## src/rtl/ctrl_pkg.sv

```systemverilog
// rtl/ctrl_pkg.sv - shared types, encodings and decode helper for the multicycle control FSM
package ctrl_pkg;

  // One state per datapath step; all 16 codes of the 4-bit field are used
  typedef enum logic [3:0] {
    S_FETCH     = 4'd0,
    S_DECODE    = 4'd1,
    S_MEM_ADDR  = 4'd2,
    S_MEM_READ  = 4'd3,
    S_MEM_WB    = 4'd4,
    S_MEM_WRITE = 4'd5,
    S_EXEC_R    = 4'd6,
    S_EXEC_I    = 4'd7,
    S_ALU_WB    = 4'd8,
    S_BRANCH    = 4'd9,
    S_JAL       = 4'd10,
    S_JALR      = 4'd11,
    S_JTGT      = 4'd12,
    S_LUI       = 4'd13,
    S_AUIPC     = 4'd14,
    S_TRAP      = 4'd15
  } state_t;

  // ALU operation class handed to the ALU decoder
  typedef enum logic [1:0] {
    AOP_ADD = 2'd0,
    AOP_SUB = 2'd1,
    AOP_R   = 2'd2,
    AOP_I   = 2'd3
  } alu_op_t;

  localparam logic [6:0] OP_LOAD   = 7'b0000011;
  localparam logic [6:0] OP_STORE  = 7'b0100011;
  localparam logic [6:0] OP_R      = 7'b0110011;
  localparam logic [6:0] OP_I      = 7'b0010011;
  localparam logic [6:0] OP_BRANCH = 7'b1100011;
  localparam logic [6:0] OP_JAL    = 7'b1101111;
  localparam logic [6:0] OP_JALR   = 7'b1100111;
  localparam logic [6:0] OP_LUI    = 7'b0110111;
  localparam logic [6:0] OP_AUIPC  = 7'b0010111;

  localparam logic [2:0] IMM_I = 3'b000;
  localparam logic [2:0] IMM_S = 3'b001;
  localparam logic [2:0] IMM_U = 3'b010;
  localparam logic [2:0] IMM_B = 3'b101;
  localparam logic [2:0] IMM_J = 3'b110;

  localparam logic [3:0] ALU_ADD = 4'b0000;
  localparam logic [3:0] ALU_SUB = 4'b1000;

  localparam logic [1:0] A_PC    = 2'b00;
  localparam logic [1:0] A_OLDPC = 2'b01;
  localparam logic [1:0] A_RS1   = 2'b10;
  localparam logic [1:0] A_ZERO  = 2'b11;

  localparam logic [1:0] B_RS2  = 2'b00;
  localparam logic [1:0] B_IMM  = 2'b01;
  localparam logic [1:0] B_FOUR = 2'b10;

  localparam logic [1:0] RES_ALUOUT = 2'b00;
  localparam logic [1:0] RES_DATA   = 2'b01;
  localparam logic [1:0] RES_ALU    = 2'b10;

  // Per-state control word held in the output register
  typedef struct packed {
    logic       imem_req;
    logic       dmem_req;
    logic       dmem_we;
    logic       pc_write;
    logic       ru_wr;
    logic [2:0] imm_src;
    logic [1:0] alu_a_sel;
    logic [1:0] alu_b_sel;
    alu_op_t    alu_op;
    logic [1:0] result_src;
  } ctl_t;

  // Dispatch target chosen in DECODE; unknown opcodes trap
  function automatic state_t decode_op(input logic [6:0] op);
    case (op)
      OP_LOAD, OP_STORE: decode_op = S_MEM_ADDR;
      OP_R:              decode_op = S_EXEC_R;
      OP_I:              decode_op = S_EXEC_I;
      OP_BRANCH:         decode_op = S_BRANCH;
      OP_JAL:            decode_op = S_JAL;
      OP_JALR:           decode_op = S_JALR;
      OP_LUI:            decode_op = S_LUI;
      OP_AUIPC:          decode_op = S_AUIPC;
      default:           decode_op = S_TRAP;
    endcase
  endfunction

endpackage

```

## src/rtl/alu_decoder.sv

```systemverilog
// rtl/alu_decoder.sv - maps ALU operation class and funct fields to the ALU control code
module alu_decoder
  import ctrl_pkg::*;
(
  input  alu_op_t    alu_op,
  input  logic [2:0] funct3,
  input  logic       funct7b5,
  output logic [3:0] alu_ctrl
);

  // funct7b5 only distinguishes SRAI from SRLI among immediates; elsewhere it is immediate data
  always_comb begin
    alu_ctrl = ALU_ADD;
    case (alu_op)
      AOP_ADD: alu_ctrl = ALU_ADD;
      AOP_SUB: alu_ctrl = ALU_SUB;
      AOP_R:   alu_ctrl = {funct7b5, funct3};
      AOP_I:   alu_ctrl = {(funct3 == 3'b101) & funct7b5, funct3};
      default: alu_ctrl = ALU_ADD;
    endcase
  end

endmodule

```

## src/rtl/multicycle_ctrl.sv

```systemverilog
// rtl/multicycle_ctrl.sv - multicycle RV32I control FSM sequencing the shared datapath
module multicycle_ctrl
  import ctrl_pkg::*;
#(
  parameter bit RESET_TRAP_CLR = 1'b1
) (
  input  logic       clk,
  input  logic       rst,
  input  logic [6:0] opcode,
  input  logic [2:0] funct3,
  input  logic       funct7b5,
  input  logic       br_cond,
  input  logic       imem_ready,
  input  logic       dmem_ready,
  output logic       imem_req,
  output logic       dmem_req,
  output logic       dmem_we,
  output logic       ir_write,
  output logic       pc_write,
  output logic       ru_wr,
  output logic [2:0] imm_src,
  output logic [1:0] alu_a_sel,
  output logic [1:0] alu_b_sel,
  output logic [3:0] alu_ctrl,
  output logic [1:0] result_src,
  output logic       illegal_instr,
  output logic [3:0] state_dbg
);

  state_t     state;
  ctl_t       ctl_q;
  logic       illegal_q;
  logic [3:0] dec_ctrl;

  function automatic state_t next_state(input state_t s, input logic [6:0] op,
                                        input logic iready, input logic dready);
    case (s)
      S_FETCH:     next_state = iready ? S_DECODE : S_FETCH;
      S_DECODE:    next_state = decode_op(op);
      S_MEM_ADDR:  next_state = (op == OP_STORE) ? S_MEM_WRITE : S_MEM_READ;
      S_MEM_READ:  next_state = dready ? S_MEM_WB : S_MEM_READ;
      S_MEM_WRITE: next_state = dready ? S_FETCH : S_MEM_WRITE;
      S_EXEC_R, S_EXEC_I, S_LUI, S_AUIPC: next_state = S_ALU_WB;
      S_JAL, S_JALR: next_state = S_JTGT;
      S_TRAP:      next_state = S_TRAP;
      default:     next_state = S_FETCH;
    endcase
  endfunction

  // Control word for a state; ready/branch-qualified strobes are added outside the register
  function automatic ctl_t ctl_for(input state_t s, input logic [6:0] op);
    ctl_t c;
    c = '0;
    c.alu_op = AOP_ADD;
    case (s)
      S_FETCH: begin
        c.imem_req = 1'b1; c.alu_a_sel = A_PC; c.alu_b_sel = B_FOUR; c.result_src = RES_ALU;
      end
      S_DECODE: begin
        c.imm_src = IMM_B; c.alu_a_sel = A_OLDPC; c.alu_b_sel = B_IMM;
      end
      S_MEM_ADDR: begin
        c.imm_src = (op == OP_STORE) ? IMM_S : IMM_I; c.alu_a_sel = A_RS1; c.alu_b_sel = B_IMM;
      end
      S_MEM_READ:  c.dmem_req = 1'b1;
      S_MEM_WB: begin
        c.ru_wr = 1'b1; c.result_src = RES_DATA;
      end
      S_MEM_WRITE: begin
        c.dmem_req = 1'b1; c.dmem_we = 1'b1;
      end
      S_EXEC_R: begin
        c.alu_a_sel = A_RS1; c.alu_b_sel = B_RS2; c.alu_op = AOP_R;
      end
      S_EXEC_I: begin
        c.imm_src = IMM_I; c.alu_a_sel = A_RS1; c.alu_b_sel = B_IMM; c.alu_op = AOP_I;
      end
      S_ALU_WB: begin
        c.ru_wr = 1'b1; c.result_src = RES_ALUOUT;
      end
      S_BRANCH: begin
        c.alu_a_sel = A_RS1; c.alu_b_sel = B_RS2; c.alu_op = AOP_SUB; c.result_src = RES_ALUOUT;
      end
      S_JAL, S_JALR: begin
        c.alu_a_sel = A_OLDPC; c.alu_b_sel = B_FOUR; c.result_src = RES_ALU; c.ru_wr = 1'b1;
      end
      S_JTGT: begin
        c.imm_src   = (op == OP_JALR) ? IMM_I : IMM_J;
        c.alu_a_sel = (op == OP_JALR) ? A_RS1 : A_OLDPC;
        c.alu_b_sel = B_IMM; c.result_src = RES_ALU; c.pc_write = 1'b1;
      end
      S_LUI: begin
        c.imm_src = IMM_U; c.alu_a_sel = A_ZERO; c.alu_b_sel = B_IMM;
      end
      S_AUIPC: begin
        c.imm_src = IMM_U; c.alu_a_sel = A_OLDPC; c.alu_b_sel = B_IMM;
      end
      default: c = '0;
    endcase
    ctl_for = c;
  endfunction

  // State, registered control word and sticky trap flag advance together
  always_ff @(posedge clk) begin
    if (rst) begin
      state     <= S_FETCH;
      ctl_q     <= ctl_for(S_FETCH, opcode);
      illegal_q <= 1'b0;
    end else begin
      state <= next_state(state, opcode, imem_ready, dmem_ready);
      ctl_q <= ctl_for(next_state(state, opcode, imem_ready, dmem_ready), opcode);
      if (next_state(state, opcode, imem_ready, dmem_ready) == S_TRAP)
        illegal_q <= 1'b1;
      else if (!RESET_TRAP_CLR && state != S_FETCH &&
               next_state(state, opcode, imem_ready, dmem_ready) == S_FETCH)
        illegal_q <= 1'b0;
    end
  end

  alu_decoder u_alu_decoder (
    .alu_op   (ctl_q.alu_op),
    .funct3   (funct3),
    .funct7b5 (funct7b5),
    .alu_ctrl (dec_ctrl)
  );

  // Reset silences every output in the same cycle so an aborted instruction writes nothing
  assign imem_req      = ctl_q.imem_req & ~rst;
  assign dmem_req      = ctl_q.dmem_req & ~rst;
  assign dmem_we       = ctl_q.dmem_we & ~rst;
  assign ir_write      = (state == S_FETCH) & imem_ready & ~rst;
  assign pc_write      = (ctl_q.pc_write | ((state == S_FETCH) & imem_ready) |
                          ((state == S_BRANCH) & br_cond)) & ~rst;
  assign ru_wr         = ctl_q.ru_wr & ~rst;
  assign imm_src       = rst ? 3'b000 : ctl_q.imm_src;
  assign alu_a_sel     = rst ? 2'b00 : ctl_q.alu_a_sel;
  assign alu_b_sel     = rst ? 2'b00 : ctl_q.alu_b_sel;
  assign alu_ctrl      = rst ? 4'b0000 : dec_ctrl;
  assign result_src    = rst ? 2'b00 : ctl_q.result_src;
  assign illegal_instr = illegal_q & ~rst;
  assign state_dbg     = rst ? 4'b0000 : state;

endmodule

```

## config.mk

```make
export PLATFORM = sky130hd
export DESIGN_NAME = multicycle_ctrl
export DESIGN_NICKNAME = d
export VERILOG_FILES = /design/src/rtl/ctrl_pkg.sv /design/src/rtl/alu_decoder.sv /design/src/rtl/multicycle_ctrl.sv
export SDC_FILE = /design/constraint.sdc
export NUM_CORES = 1
export LEC_CHECK = 0
export ABC_AREA = 1
export CORE_UTILIZATION = 30
export DETAILED_ROUTE_END_ITERATION = 8
export GPL_TIMING_DRIVEN = 0
export PLACE_DENSITY_LB_ADDON = 0.15
export SETUP_SLACK_MARGIN = 0.05
export SYNTH_ARGS = -nofsm -noshare
export SYNTH_HDL_FRONTEND = slang
export SYNTH_HIERARCHICAL = 1
export SYNTH_SLANG_ARGS = --single-unit
```

## constraint.sdc

```tcl
create_clock -name clk -period 4.4 [get_ports clk]
set_clock_uncertainty 0.05 [all_clocks]
set_input_delay 0.66 -clock clk [delete_from_list [all_inputs] [get_ports clk]]
set_output_delay 0.66 -clock clk [all_outputs]
set_load 0.05 [all_outputs]
```

Word level (Yosys, flattened, before mapping)
Index checks and enable logic that the tools add are counted.
Word-level totals
  word-level logic and storage cells: 105
  bits of input ports: 16
  register bits after elaboration: 21
Operators by class
  reduce and logical (&&, ||, !) cells: 14
  eq/ne operators: 40
  mux-type cells: 26
  bitwise logic cells: 13
Operators with widths (number)
  $pmux W4 S8: 2
  $eq A4 B4 Y1 const B: 14
  $eq A4 B3 Y1 const B: 7
  $pmux W4 S7: 1
  $eq A7 B6 Y1 const B: 3
  $eq A7 B7 Y1 const B: 3
  $eq A4 B2 Y1 const B: 4
  $pmux W4 S4: 1
  $reduce_or A2 Y1: 8
  $mux W3: 5
  $eq A7 B5 Y1 const B: 2
  $mux W4: 3
  $pmux W3 S4: 1
  $reduce_or A4 Y1: 3
  $and A1 B1 Y1: 10
  $eq A4 B1 Y1 const B: 2
  $logic_not A4 Y1: 2
  $mux W2: 4
  $eq A7 B2 Y1 const B: 1
  $mux W1: 7
  $pmux W2 S3: 1
  $eq A2 B2 Y1 const B: 2
  $pmux W2 S2: 1
  $eq A3 B3 Y1 const B: 1
  other kinds (4): 5

Longest topological paths before layout
Gate-level depths: netlist of the first run.
  word-level depth: 8
  gate-level depth with buffers: 14
  gate-level depth less buffers: 14

Modules after synthesis
The synthesis of the first run kept the hierarchy.
By module, submodules not included
  multicycle_ctrl: area an instance 1192.4 µm², seq. area each 420.4 µm², instances 1, cells each 202
  alu_decoder: area an instance 57.6 µm², seq. area each 0.0 µm², instances 1, cells each 15

Worst setup path before layout of the first run
OpenSTA, ideal clock, no wires.
  path type: input -> output
  start point: input rst
  end point: output alu_a_sel[0]
  path slack: 1965 ps
  required time: 3690 ps
  stages: 3
  data arrival time: 1725 ps
  path through: clkbuf_1 buf_1 nor2_1
On the way
  longest elaborated chain between the ends: 1
RTL lines
  from (decl): RTL line multicycle_ctrl.sv:8  | input logic rst,
  $mux W2: RTL line multicycle_ctrl.sv:136  | assign alu_a_sel = rst ? 2'b00 : ctl_q.alu_a_sel;
  to (decl): RTL line multicycle_ctrl.sv:22  | output logic [1:0] alu_a_sel,
No other way between the ends.

Worst setup path after layout of the first run
Same ends and word-level chain as after synthesis.

==> results of run 1 <==
==> cell families after synthesis <==
logic type	synth area share (%)
and+or+nand+nor	42.9
buffers and inverters	16.2
DFF	33.6
AOI/OAI and AO/OA	7.21
==> layout make-up <==
cell class | instances | area (µm²)
inverter | 50 | 188
fill | 472 | 2250
tap | 50 | 62.6
sequential | 21 | 420
clock buffer | 4 | 45.0
buffer | 4 | 15.0
timing repair buffer | 39 | 390
multi-input combinational | 142 | 627
==> sequential cells by signal (all words and copies together) (netlist names) <==
| register | count |
|---|---|
| state | 4 |
| illegal_q | 1 |
| ctl_q | 16 |
==> metrics by stage <==
stage | setup WS (ns) | area, µm² | hold slack [ns]
5_1_grt | 0.782 | 1750 | 0.458
4_1_cts | 0.887 | 1750 | 0.417
2_1_floorplan | 1.96 | 1250 | 0.386
3_3_place_gp | 0.879 | 1700 | 0.396
3_5_place_dp | 0.884 | 1700 | 0.406
6_report | 0.925 | 1750 | 0.414
==> cells in the mapped netlist (all sizes together) <==
master and count:
nor2 52, inv 50, nand2 43, nand3 22, dfxtp 21, a21oi 13, nand4 5, clkbuf 3
o21ai 3, nor3 2, a31oi 1, buf 1, or2 1
==> per-layer routing <==
layer  global-route usage, %  vias to the layer above  routed length, µm  part of all wire, %
li1                        -                      742                  -                    -
met1                    18.7                      573               1460                   50
met2                    26.9                       27               1290                   44
met3                    3.42                        5                137                  4.7
met4                    3.99                        0                 31                  1.1
met5                       0                        -                  0                    0
==> worst max-delay path, stage by stage <==
cell and delay (ns):
clkdlybuf4s50_1 0.49, clkbuf_1 0.39, buf_1 0.41, nor2_1 0.10, clkdlybuf4s50_1 0.71
==> path summary, 6_finish.rpt <==
path | startpoint | to | slack, ns | cells after the start
setup / recovery | rst | alu_a_sel[0] | 0.92 | 5
setup reg to reg | state[1] | ctl_q[4] | 2.44 | 11
hold / removal | illegal_q | illegal_q | 0.41 | 2
hold reg to reg | illegal_q | illegal_q | 0.41 | 2
==> report_power, final <==
part / total (mW) / internal [mW] / leakage, nW / switching [mW]
Sequential: 0.284 / 0.249 / 0.172 / 0.0351
Combinational: 0.600 / 0.189 / 0.641 / 0.411
Clock: 0.126 / 0.0646 / 0.0228 / 0.0619
Total: 1.01 / 0.502 / 0.836 / 0.508
==> results.toml, run 1 <==
[timing]
rsz0062_at_grt = "false"
tightest_slew_ns = 0.495
final.setup.tns_ns = 0
period_share_pct = 79.0
slew_headroom_pct = 66.9
fmax_ghz = 0.288
hold_viol = 0
slew_violations = 0
min_period_ns = 3.48
setup_viol = 0

[clock_tree]
htree_levels = 1
cts_setup_buffers = 0
cts_buffers = 3
cts_tree = "built"
cts_num_sinks = 21
clk_pin_slew_ns = 0.07
cts-root-buf = "clkbuf_8"
cts_resized = 0
clk_latency_ns = 0.26
cts_buffer_depth = 2
cts_hold_buf = 0

[grt]
grt-ovfl-total = 0
grt_max_degree = 12
grt_pass1_wl_um = 5170
antenna_found_initial = 0
first_global_vias = 1225
grtUsageTotal_pct = 15.4

[floorplan]
rows = 23
die-area_mm2 = 0.00443
num_io_pins = 40
core_area_mm2 = 0.00400
die_x_um = 66.6
chipHeight_um = 66.6
initial_core_util_pct = 31.2

[routing]
via_per_inst = 4.35
drt_iter0_markers = 44
routed_wl_um = 2920
first_pass_iters = 4
drc_errors = 0
vias = 1347
wl_per_cell_um = 9.41
ant_nets = 0

[finish]
finalNonFillerCells = 310
layout_common_cells = "50 x nor2_1, 49 x inv_1, 42 x nand2_1"
drive_gt1_share_pct = 3.85
final_util_pct = 43.7
final_common_cell = "nor2_1"
diodes = 0
fin_nets = 277
area_growth_pct = 39.8

[flow_run]
drv_cap = 0

[synth]
synth.cell_area_mm2 = 0.00125
ys_seq_area_share_pct = 33.6
synthCells = 217
yosysTopAreaCell = "dfxtp_1"
synth.distinct_cells = 18
synthesis.nets = 233
ys_warn_count = 6
ys_ff_latch = 21
avgSynthCellArea_um2 = 5.76
synth_area_leaders = "dfxtp_1 34%, nor2_1 15%, inv_1 15%"
yosysTopAreaCellShare_pct = 33.6

[pwr]
power_mw = 1.01
vdd_drop_max_v = 0.000236
leakagePower_nw = 0.836
cellPowerDensity_mw_per_mm2 = 578

[worst_setup_path]
cp-end-kind = "primary output"
worstSetupPathType = "in -> out"
required_ns = 3.69
cp.arrival_ns = 2.77
worstSetupStartpointType = "input pin"
cp_max_fo = 10

[place]
placed_cells_incl_taps = 306
portBuffers = 39
hpwl_um = 2350
gp_routability_congestion = 0.829

[worst_hold_path]
min_path_type = "reg -> reg"

[run_status]
status = "finished clean"
Power figures use the tool's default switching activity.
==> run 2, diff against run 1 <==
- clock period: 4.4 -> 3.6 ns (I/O delays scaled with it)
==> results of run 2 <==
The final DEF is identical to that of run 1. Status: finished clean.
Main changes from that run: setup slack after placement 0.884 ns -> 0.324 ns; setup slack after layout 0.925 ns -> 0.365 ns; register-to-register setup slack 2.44 ns -> 1.64 ns; total power 1.01 mW -> 1.23 mW; worst IR drop on VDD 0.000236 V -> 0.000289 V
